`src/rtl/drum_pkg.sv`:
```
// Shared types and constants for the drum-machine datapath: sample-enable
// vector layout, scheduler state encoding and nominal tempo/gate settings.
package drum_pkg;

    typedef logic [3:0] smpl_t;

    localparam int KICK  = 3;
    localparam int CLAP  = 2;
    localparam int HIHAT = 1;
    localparam int SNARE = 0;

    typedef enum logic {
        IDLE = 1'b0,
        RUN  = 1'b1
    } sched_state_t;

    localparam logic [19:0] STEP_PERIOD_120BPM = 20'd999999;
    localparam logic [19:0] GATE_90PCT         = 20'd900000;

    // Pattern bits pass only while the step gate is open.
    function automatic smpl_t gate_smpl(input logic g, input smpl_t s);
        return g ? s : 4'b0000;
    endfunction

endpackage

```
`src/rtl/step_timer.sv`:
```
// Per-step cycle counter with boundary reload and registered gate window.
// Optional STEP_SCHEDULER_SWING_EN lengthens even steps and shortens odd ones.
module step_timer
    import drum_pkg::*;
#(
    parameter int CNT_W = 20
) (
    input  logic             clk,
    input  logic             rst,
    input  logic             i_start,
    input  logic             i_clear,
    input  logic             i_hold,
    input  logic             i_en,
    input  logic [CNT_W-1:0] i_period,
    input  logic [CNT_W-1:0] i_gate_len,
`ifdef STEP_SCHEDULER_SWING_EN
    input  logic [CNT_W-1:0] i_swing,
`endif
    output logic             o_last,
    output logic             o_gate
);

    // One extra bit so period+swing cannot wrap.
    localparam int W = CNT_W + 1;

    logic [W-1:0]     r_cnt;
    logic [W-1:0]     w_cnt_inc;
    logic [W-1:0]     w_term;
    logic [CNT_W-1:0] r_period_q;
    logic [CNT_W-1:0] r_gate_q;
    logic             r_gate;
`ifdef STEP_SCHEDULER_SWING_EN
    logic             r_odd;
    logic [CNT_W-1:0] r_swing_q;
    logic [CNT_W-1:0] w_swing_clamp;
`endif

    // Terminal count for the current step and the next counter value.
    always_comb begin
        w_cnt_inc = r_cnt + W'(1);
`ifdef STEP_SCHEDULER_SWING_EN
        w_swing_clamp = (i_swing > i_period) ? i_period : i_swing;
        w_term = r_odd ? ({1'b0, r_period_q} - {1'b0, r_swing_q})
                       : ({1'b0, r_period_q} + {1'b0, r_swing_q});
`else
        w_term = {1'b0, r_period_q};
`endif
        o_last = (r_cnt == w_term);
    end

    // Counter, boundary reload and gate register.
    always_ff @(posedge clk) begin
        if (rst || i_clear) begin
            r_cnt      <= '0;
            r_period_q <= '0;
            r_gate_q   <= '0;
            r_gate     <= 1'b0;
`ifdef STEP_SCHEDULER_SWING_EN
            r_odd      <= 1'b0;
            r_swing_q  <= '0;
`endif
        end else if (i_start) begin
            r_cnt      <= '0;
            r_period_q <= i_period;
            r_gate_q   <= i_gate_len;
            r_gate     <= (i_gate_len != '0);
`ifdef STEP_SCHEDULER_SWING_EN
            r_odd      <= 1'b0;
            r_swing_q  <= w_swing_clamp;
`endif
        end else if (i_hold) begin
            r_gate <= 1'b0;
        end else if (i_en) begin
            if (o_last) begin
                r_cnt      <= '0;
                r_period_q <= i_period;
                r_gate_q   <= i_gate_len;
                r_gate     <= (i_gate_len != '0);
`ifdef STEP_SCHEDULER_SWING_EN
                r_odd      <= ~r_odd;
                // Swing is only sampled when the step being entered is even.
                if (r_odd) begin
                    r_swing_q <= w_swing_clamp;
                end else begin
                    r_swing_q <= r_swing_q;
                end
`endif
            end else begin
                r_cnt  <= w_cnt_inc;
                r_gate <= (w_cnt_inc < {1'b0, r_gate_q});
            end
        end else begin
            r_cnt <= r_cnt;
        end
    end

    assign o_gate = r_gate;

endmodule

```
`src/rtl/step_scheduler.sv`:
```
// Play-mode step scheduler: FSM, step index/one-hot and registered sample enables.
// Optional STEP_SCHEDULER_SWING_EN adds the swing input.
module step_scheduler
    import drum_pkg::*;
#(
    parameter int NSTEPS = 8,
    parameter int CNT_W  = 20
) (
    input  logic                      clk,
    input  logic                      rst,
    input  logic                      run,
    input  logic                      hold,
    input  logic [CNT_W-1:0]          step_period,
    input  logic [CNT_W-1:0]          gate_len,
`ifdef STEP_SCHEDULER_SWING_EN
    input  logic [CNT_W-1:0]          swing,
`endif
    input  logic [3:0]                step_smpl,
    input  logic [3:0]                live_smpl,
    output logic [$clog2(NSTEPS)-1:0] step_idx,
    output logic [NSTEPS-1:0]         step_onehot,
    output logic                      step_tick,
    output logic                      gate,
    output logic [3:0]                play_smpl
);

    localparam int                IDX_W      = $clog2(NSTEPS);
    localparam logic [NSTEPS-1:0] ONEHOT_MSB = {1'b1, {(NSTEPS-1){1'b0}}};

    sched_state_t      r_state;
    logic [IDX_W-1:0]  r_step_idx;
    logic [IDX_W-1:0]  w_idx_next;
    logic [NSTEPS-1:0] r_onehot;
    logic [NSTEPS-1:0] w_onehot_next;
    logic              r_tick;
    smpl_t             r_play;
    logic              w_start;
    logic              w_clear;
    logic              w_hold;
    logic              w_en;
    logic              w_last;
    logic              w_gate;

    // Timer controls; a low run overrides hold in every state.
    always_comb begin
        w_start       = (r_state == IDLE) && run;
        w_clear       = !run;
        w_hold        = (r_state == RUN) && run && hold;
        w_en          = (r_state == RUN) && run && !hold;
        w_idx_next    = r_step_idx + IDX_W'(1);
        w_onehot_next = ONEHOT_MSB >> w_idx_next;
    end

    step_timer #(
        .CNT_W(CNT_W)
    ) u_timer (
        .clk        (clk),
        .rst        (rst),
        .i_start    (w_start),
        .i_clear    (w_clear),
        .i_hold     (w_hold),
        .i_en       (w_en),
        .i_period   (step_period),
        .i_gate_len (gate_len),
`ifdef STEP_SCHEDULER_SWING_EN
        .i_swing    (swing),
`endif
        .o_last     (w_last),
        .o_gate     (w_gate)
    );

    // Scheduler FSM with step position, tick and sample-enable registers.
    always_ff @(posedge clk) begin
        if (rst) begin
            r_state    <= IDLE;
            r_step_idx <= '0;
            r_onehot   <= '0;
            r_tick     <= 1'b0;
            r_play     <= 4'b0000;
        end else begin
            case (r_state)
                IDLE: begin
                    r_play <= live_smpl;
                    if (run) begin
                        r_state    <= RUN;
                        r_step_idx <= '0;
                        r_onehot   <= ONEHOT_MSB;
                        r_tick     <= 1'b1;
                    end else begin
                        r_state    <= IDLE;
                        r_step_idx <= '0;
                        r_onehot   <= '0;
                        r_tick     <= 1'b0;
                    end
                end
                RUN: begin
                    if (!run) begin
                        r_state    <= IDLE;
                        r_step_idx <= '0;
                        r_onehot   <= '0;
                        r_tick     <= 1'b0;
                        r_play     <= live_smpl;
                    end else if (hold) begin
                        r_tick <= 1'b0;
                        r_play <= live_smpl;
                    end else begin
                        // step_smpl follows step_idx, so this lags gate by one cycle.
                        r_play <= gate_smpl(w_gate, step_smpl) | live_smpl;
                        if (w_last) begin
                            r_step_idx <= w_idx_next;
                            r_onehot   <= w_onehot_next;
                            r_tick     <= 1'b1;
                        end else begin
                            r_tick <= 1'b0;
                        end
                    end
                end
                default: begin
                    r_state    <= IDLE;
                    r_step_idx <= '0;
                    r_onehot   <= '0;
                    r_tick     <= 1'b0;
                    r_play     <= 4'b0000;
                end
            endcase
        end
    end

    assign step_idx    = r_step_idx;
    assign step_onehot = r_onehot;
    assign step_tick   = r_tick;
    assign gate        = w_gate;
    assign play_smpl   = r_play;

endmodule

```
`config.mk`:
```
export PLATFORM = sky130hd
export DESIGN_NAME = step_scheduler
export DESIGN_NICKNAME = d
export VERILOG_FILES = /design/src/rtl/drum_pkg.sv /design/src/rtl/step_timer.sv /design/src/rtl/step_scheduler.sv
export SDC_FILE = /design/constraint.sdc
export NUM_CORES = 1
export LEC_CHECK = 0
export ABC_AREA = 1
export CAP_MARGIN = 20
export CORE_UTILIZATION = 49
export CTS_CLUSTER_SIZE = 30
export DETAILED_ROUTE_END_ITERATION = 10
export HOLD_SLACK_MARGIN = 0.02
export PLACE_DENSITY = 0.79
export SLEW_MARGIN = 20
export SYNTH_ARGS = -nofsm -noshare
export SYNTH_HDL_FRONTEND = slang
export SYNTH_SLANG_ARGS = --single-unit
```
`constraint.sdc`:
```
create_clock -name clk -period 2.2 [get_ports clk]
set_clock_uncertainty 0.05 [all_clocks]
set_input_delay 0.44 -clock clk [delete_from_list [all_inputs] [get_ports clk]]
set_output_delay 0.44 -clock clk [all_outputs]
set_load 0.05 [all_outputs]
```
# ---- Word level (Yosys, flattened, before mapping)
# Index checks and enable logic that the tools add are counted.
dict set report op_classes {
  n_addsub 2
  n_mux 31
  n_eq_ne 4
  n_reduce_logical 15
  bitwise 3
  shifts 1
  n_lt_le_gt_ge 1
}
# operator count
set ops {}
lappend ops {{two-way mux 20 bit} 8}
lappend ops {{two-way mux 8 bit} 4}
lappend ops {{adder 21 x 1 -> 21 bit, second input constant} 1}
lappend ops {{equality test 21 x 20 -> 1 bit} 1}
lappend ops {{< comparator 21 x 20 -> 1 bit} 1}
lappend ops {{two-way mux 21 bit} 1}
lappend ops {{nonzero test 20 bit} 1}
lappend ops {{one-hot mux 8 bit (2 select lines)} 1}
lappend ops {{two-way mux 4 bit} 3}
lappend ops {{two-way mux 3 bit} 3}
lappend ops {{two-way mux 1 bit} 8}
lappend ops {{one-hot mux 4 bit (2 select lines)} 1}
lappend ops {{right shift 8 x 3 -> 8 bit, first input constant} 1}
lappend ops {{one-hot mux 3 bit (2 select lines)} 1}
lappend ops {{logical AND 1 bit} 4}
lappend ops {{OR 4 bit} 1}
lappend ops {{AND reduction 2 bit} 2}
lappend ops {{nonzero test 2 bit} 2}
lappend ops {{adder 3 x 1 -> 3 bit, second input constant} 1}
lappend ops {{inequality test 3 x 2 -> 1 bit, second input constant} 1}
lappend ops {{inequality test 3 bit, second input constant} 1}
lappend ops {{AND reduction 3 bit} 1}
lappend ops {{nonzero test 3 bit} 1}
lappend ops {{zero test 1 bit} 2}
lappend ops {{5 further kinds} 6}
dict set report totals {
  out_inout_bits 17
  input_bits 52
  word_cells 66
  reg_bits 79
}

# ---- Depth between registers and ports, before layout
dict set report depth {
  depth_word 6
  depth_mapped 19
  ltp_nobuf 18
}

# ---- Modules after synthesis
# A second synthesis with hierarchy kept.
dict set report unflattened {
  cells_unflattened 664
  area_unflattened_um2 4785.8
}
# module instances seq_area_each_um2 cells_per_inst area_per_inst_um2
set by_module_without_submodules {}
lappend by_module_without_submodules {step_timer 1 1241.2 561 3985.1}
lappend by_module_without_submodules {step_scheduler 1 340.3 103 800.8}

# ---- Worst setup path after synthesis
# No wires, ideal clock.
dict set report synth_timing {
  path_type {register to register}
  startpoint {register u_timer.r_cnt[0]}
  endpoint {register u_timer.r_gate, in the netlist u_timer.o_gate}
  path_slack_ns -0.073
  setup_ns 0.132
  n_path_buf 0
  arrival_ns 2.091
  t_required_ns 2.018
  period_less_slack_ns 2.273
  stages_incl_launch_ff 18
  path_cell_list {dfxtp_1 ha_1 nand3_1 nor2_1 xor2_1 inv_1 ha_1 nand2_1 nor2_1 inv_1 nor2_1 nand2_1 nand2_1 nand2_1 nand2_1 nand2_1 nand3_1 a21oi_1}
}
dict set report synth_between {
  elab_chain_len 6
  word_cells_on_any_way 7
  cone_classes {add/sub: 1; order compare: 1; eq/ne: 1; mux: 4}
}
# item line
set synth_rtl {}
lappend synth_rtl {{from (decl)} step_timer.sv:26} ;# logic [W-1:0] r_cnt;
lappend synth_rtl {{from (signal assigned)} step_timer.sv:89} ;# r_cnt <= w_cnt_inc;
lappend synth_rtl {{from (signal assigned)} step_timer.sv:93} ;# r_cnt <= r_cnt;
lappend synth_rtl {{adder 21 x 1 -> 21 bit} step_timer.sv:40} ;# w_cnt_inc = r_cnt + W'(1);
lappend synth_rtl {{< comparator 21 x 20 -> 1 bit} step_timer.sv:90} ;# r_gate <= (w_cnt_inc < {1'b0, r_gate_q});
lappend synth_rtl {{two-way mux 1 bit (*)} step_timer.sv:74} ;# if (o_last) begin
lappend synth_rtl {{two-way mux 1 bit (*)} step_timer.sv:73} ;# end else if (i_en) begin
lappend synth_rtl {{two-way mux 1 bit (*)} step_timer.sv:71} ;# end else if (i_hold) begin
lappend synth_rtl {{two-way mux 1 bit (*)} step_timer.sv:62} ;# end else if (i_start) begin
lappend synth_rtl {{to (signal assigned)} step_timer.sv:66} ;# r_gate <= (i_gate_len != '0);
lappend synth_rtl {{to (signal assigned)} step_timer.sv:78} ;# r_gate <= (i_gate_len != '0);
lappend synth_rtl {{to (signal assigned)} step_timer.sv:90}
lappend synth_rtl {{to (decl)} step_timer.sv:31} ;# logic r_gate;
# Every way passes the cells marked *; elsewhere a longest branch is shown, timed or not. The select of a mux whose other input is x is not followed.
# A chain may end at the register's enable or synchronous reset.

# ---- Worst setup path in the final report
dict set report layout_timing {
  startpoint {register u_timer.r_cnt[5]}
  endpoint {register u_timer.r_gate, in the netlist u_timer.o_gate}
}
# The elaborated chain is that of the path after synthesis.

==> flow_summary.ini <==
[global_route]
grtUsageMet3 = 0.04317
met1_usage = 0.3597
first_global_vias = 4608
grt_pass1_wl_mm = 21.11
grtUsageTotal = 0.2769
grt_overflow_total = 0
antenna_found_initial = 0
grtUsageMet2 = 0.4604
grt_max_degree = 45
grt-busiest-layer = met2

[routing]
dr_total_vias = 4725
ant_nets = 0
drc = 4
drt_pass1_iterations = 8
drt-initial-drc-count = 224
wirelength_mm = 13.10
post_drt_wl_per_cell_um = 14.49
vias_per_cell = 5.227

[critical_path]
path_cells = nand2_1, nor3_2, buf_4, nand3_1, xor2_2, ha_1, nand2_1, nand2_1, nand2_1, nand2_1, a21oi_1, nand2_1, nand2_1, nand2_1, nand2_1, nand3_1, a21oi_1
critPathKind = reg -> reg
end_kind = register
cp.required_ns = 2.43
cp-start-kind = register
crit_path_frequent_cell = nand2_1
cp_slowest_cell = dfxtp_4
worst-path-buf-inv = 1
max_stage_delay_ns = 0.38
ff2ff_path_depth = 17
r2r_end = u_timer.o_gate
crit_path_max_fanout = 4
timing.rr.start = u_timer.r_cnt[5]
r2r_slack_ns = -0.15
crit_arrival_ns = 2.57
path_delay_family = simple AND/OR/NAND/NOR gates

[power_and_ir_drop]
vdd_drop_max_uv = 475.9
p_leak_nw = 2.507
p_per_area_mw_per_mm2 = 530.3
p_total_w = 0.003237

[synthesis]
yosys.area_share.simple = 0.2819
synth_flop_cell = dfxtp_1
synth_xor_area_frac = 0.03513
synth_compound_area_frac = 0.1464
synth_fp_nets = 753
synth_fa_ha_area_frac = 0.06970
synth.avg_cell_area_um2 = 6.639
synth-async-reset-ratio = 0
synth_cell_types = 30
synth_edf_count = 0
yosysSeqAreaShare = 0.3524
synthMuxAreaShare = 0
synthCells = 676
synth-seq-cells = 79
yosysWarnings = 0
synth_top_family_by_area = simple AND/OR/NAND/NOR gates
netlist_area_mm2 = 0.004488

[min_path]
hp-start = u_timer.r_gate_q[4]
worstHoldPathCells = 2
min_to = u_timer.r_gate_q[4]
hp-class = reg -> reg

[sta]
min_period_ns = 2.345
rsz0062_at_grt = true
hold_viol = 0
timing.fmax_mhz = 426.4
maxSlewViolCount = 0
tightestPinTransition_ns = 0.7046
slew_headroom = 0.5297
finalCritPeriodShare = 1.066
setup_viol = 1
layout_setup_ws_ns = -0.1451

[placement]
dpl_cell_area_mm2 = 0.005560
dp_slack_ns = -0.2869
place_congestion = 0.9110
place.detailed.hpwl_mm = 9.360
io_buffers = 68

[status]
violations = design-rule violations, negative setup slack
status = finished with violations

[die]
initial_utilization = 0.5097
dieArea_mm2 = 0.009546
pin_count = 69
core_mm2 = 0.008806
rows = 34
die-width_um = 97.71
die_height_um = 97.71

[clock_tree]
cts_buffers = 9
cts_buffer_depth = 2
path_clk_slew_ns = 0.09
htree_levels = 3
cts_root_buffer = clkbuf_8
insertion_delay_ns = 0.36
cts_num_sinks = 79
tritoncts = done

[layout]
diodes = 0
synthToLayoutAreaGrowth_pct = 36.02
fin_nets = 868
drive_above_1_share = 0.1734
stdcell_area_mm2 = 0.006105
layout_commonest_cell = nand2_1
final_cell_mix = 198 x nand2_1, 85 x inv_1, 76 x a21oi_1

[flow_run]
maxCapViolCount = 0
-- layout make-up --
| type | count | area, µm² |
|---|---|---|
| Clock inverter | 6 | 116.4 |
| Clock buffer | 10 | 127.6 |
| Sequential cell | 79 | 1608 |
| Timing Repair Buffer | 124 | 1116 |
| Inverter | 95 | 360.3 |
| Tap cell | 108 | 135.1 |
| Fill cell | 708 | 2701 |
| Timing Repair inverter | 3 | 22.52 |
| Multi-Input combinational cell | 479 | 2619 |
-- worst min-delay path: stages, from the launching register on --
cell     delay (ns)
dfxtp_1        0.32
nand2_1        0.06
a21oi_1        0.05
-- cells by family (layout without fill, tap and decap cells) --
family                   Yosys count  in the layout
AND/OR/NAND/NOR                  306            307
AO/OA/AOI/OAI                    129            129
buffers and inverters            119            238
flip-flops                        79             79
adder cells (fa/ha/maj)           25             25
XOR/XNOR                          18             18
-- through the flow --
step,hold slack (ns),std cells,utilization,setup TNS (ns)
2_1_floorplan,0.3935,676,-,0
3_3_place_gp,0.4039,881,0.6314,-2.955
3_5_place_dp,0.4070,881,0.6314,-4.996
4_1_cts,0.4199,901,0.6691,-0.1565
5_1_grt,0.4401,904,0.6932,-0.3946
6_report,0.4188,904,0.6932,-0.1451
-- power breakdown --
group          switching (W)  internal, W
Clock               0.000570     0.000763
Combinational       0.000239     0.000182
Sequential         0.0000266      0.00146
Total               0.000835      0.00240
-- worst max path at each step --
| stage | start | end | slack (ns) | depth (start not counted) |
|---|---|---|---|---|
| 3_5_place_dp | u_timer.r_cnt[1] | u_timer.o_gate | -0.29 | 15 |
| 6_report | u_timer.r_cnt[5] | u_timer.o_gate | -0.15 | 17 |
| 4_1_cts | u_timer.r_cnt[1] | u_timer.o_gate | -0.15 | 18 |
| 5_1_grt | u_timer.r_cnt[5] | u_timer.o_gate | -0.38 | 17 |
| 2_1_floorplan | u_timer.r_cnt[1] | u_timer.o_gate | 0.02 | 17 |
| 3_3_place_gp | u_timer.r_cnt[1] | u_timer.o_gate | -0.21 | 15 |
-- routing by layer --
| layer | vias to the layer above | wire length [µm] |
|---|---|---|
| met3 | 27 | 994 |
| met2 | 177 | 6001 |
| met5 | - | 0 |
| li1 | 2359 | - |
| met1 | 2162 | 5739 |
| met4 | 0 | 367 |
-- synthesized netlist by cell type, types with 3 or more instances --
cell,count,area (µm²)
nand2_1,207,777.0
inv_1,88,330.3
dfxtp_1,79,1582
a21oi_1,76,380.4
nor2_1,48,180.2
o21ai_0,28,140.1
ha_1,25,312.8
o21ai_1,21,105.1
nor3_1,20,100.1
xor2_1,15,131.4
nand3_1,14,70.07
clkbuf_1,12,45.04
buf_6,8,90.09
inv_2,6,22.52
nor2_2,6,37.54
nand4_1,5,31.28
buf_2,3,15.01
xnor2_1,3,26.28
-- timing repair --
item,4_1_cts,5_1_grt
endpoints found under the setup margin,2,64
gates cloned,1,3
gates resized for setup,20,45
setup buffers,3,0
pin swaps,13,23
hold endpoints to repair,0,0
hold buffers,0,0
-- registers in the layout, indices dropped and copies added, names as in the netlist --
signal	cells
u_timer.r_gate_q	20
r_state	1
play_smpl	4
step_tick	1
step_idx	3
u_timer.r_period_q	20
u_timer.o_gate	1
u_timer.r_cnt	21
step_onehot	8
(Power assumes the default switching activity.)
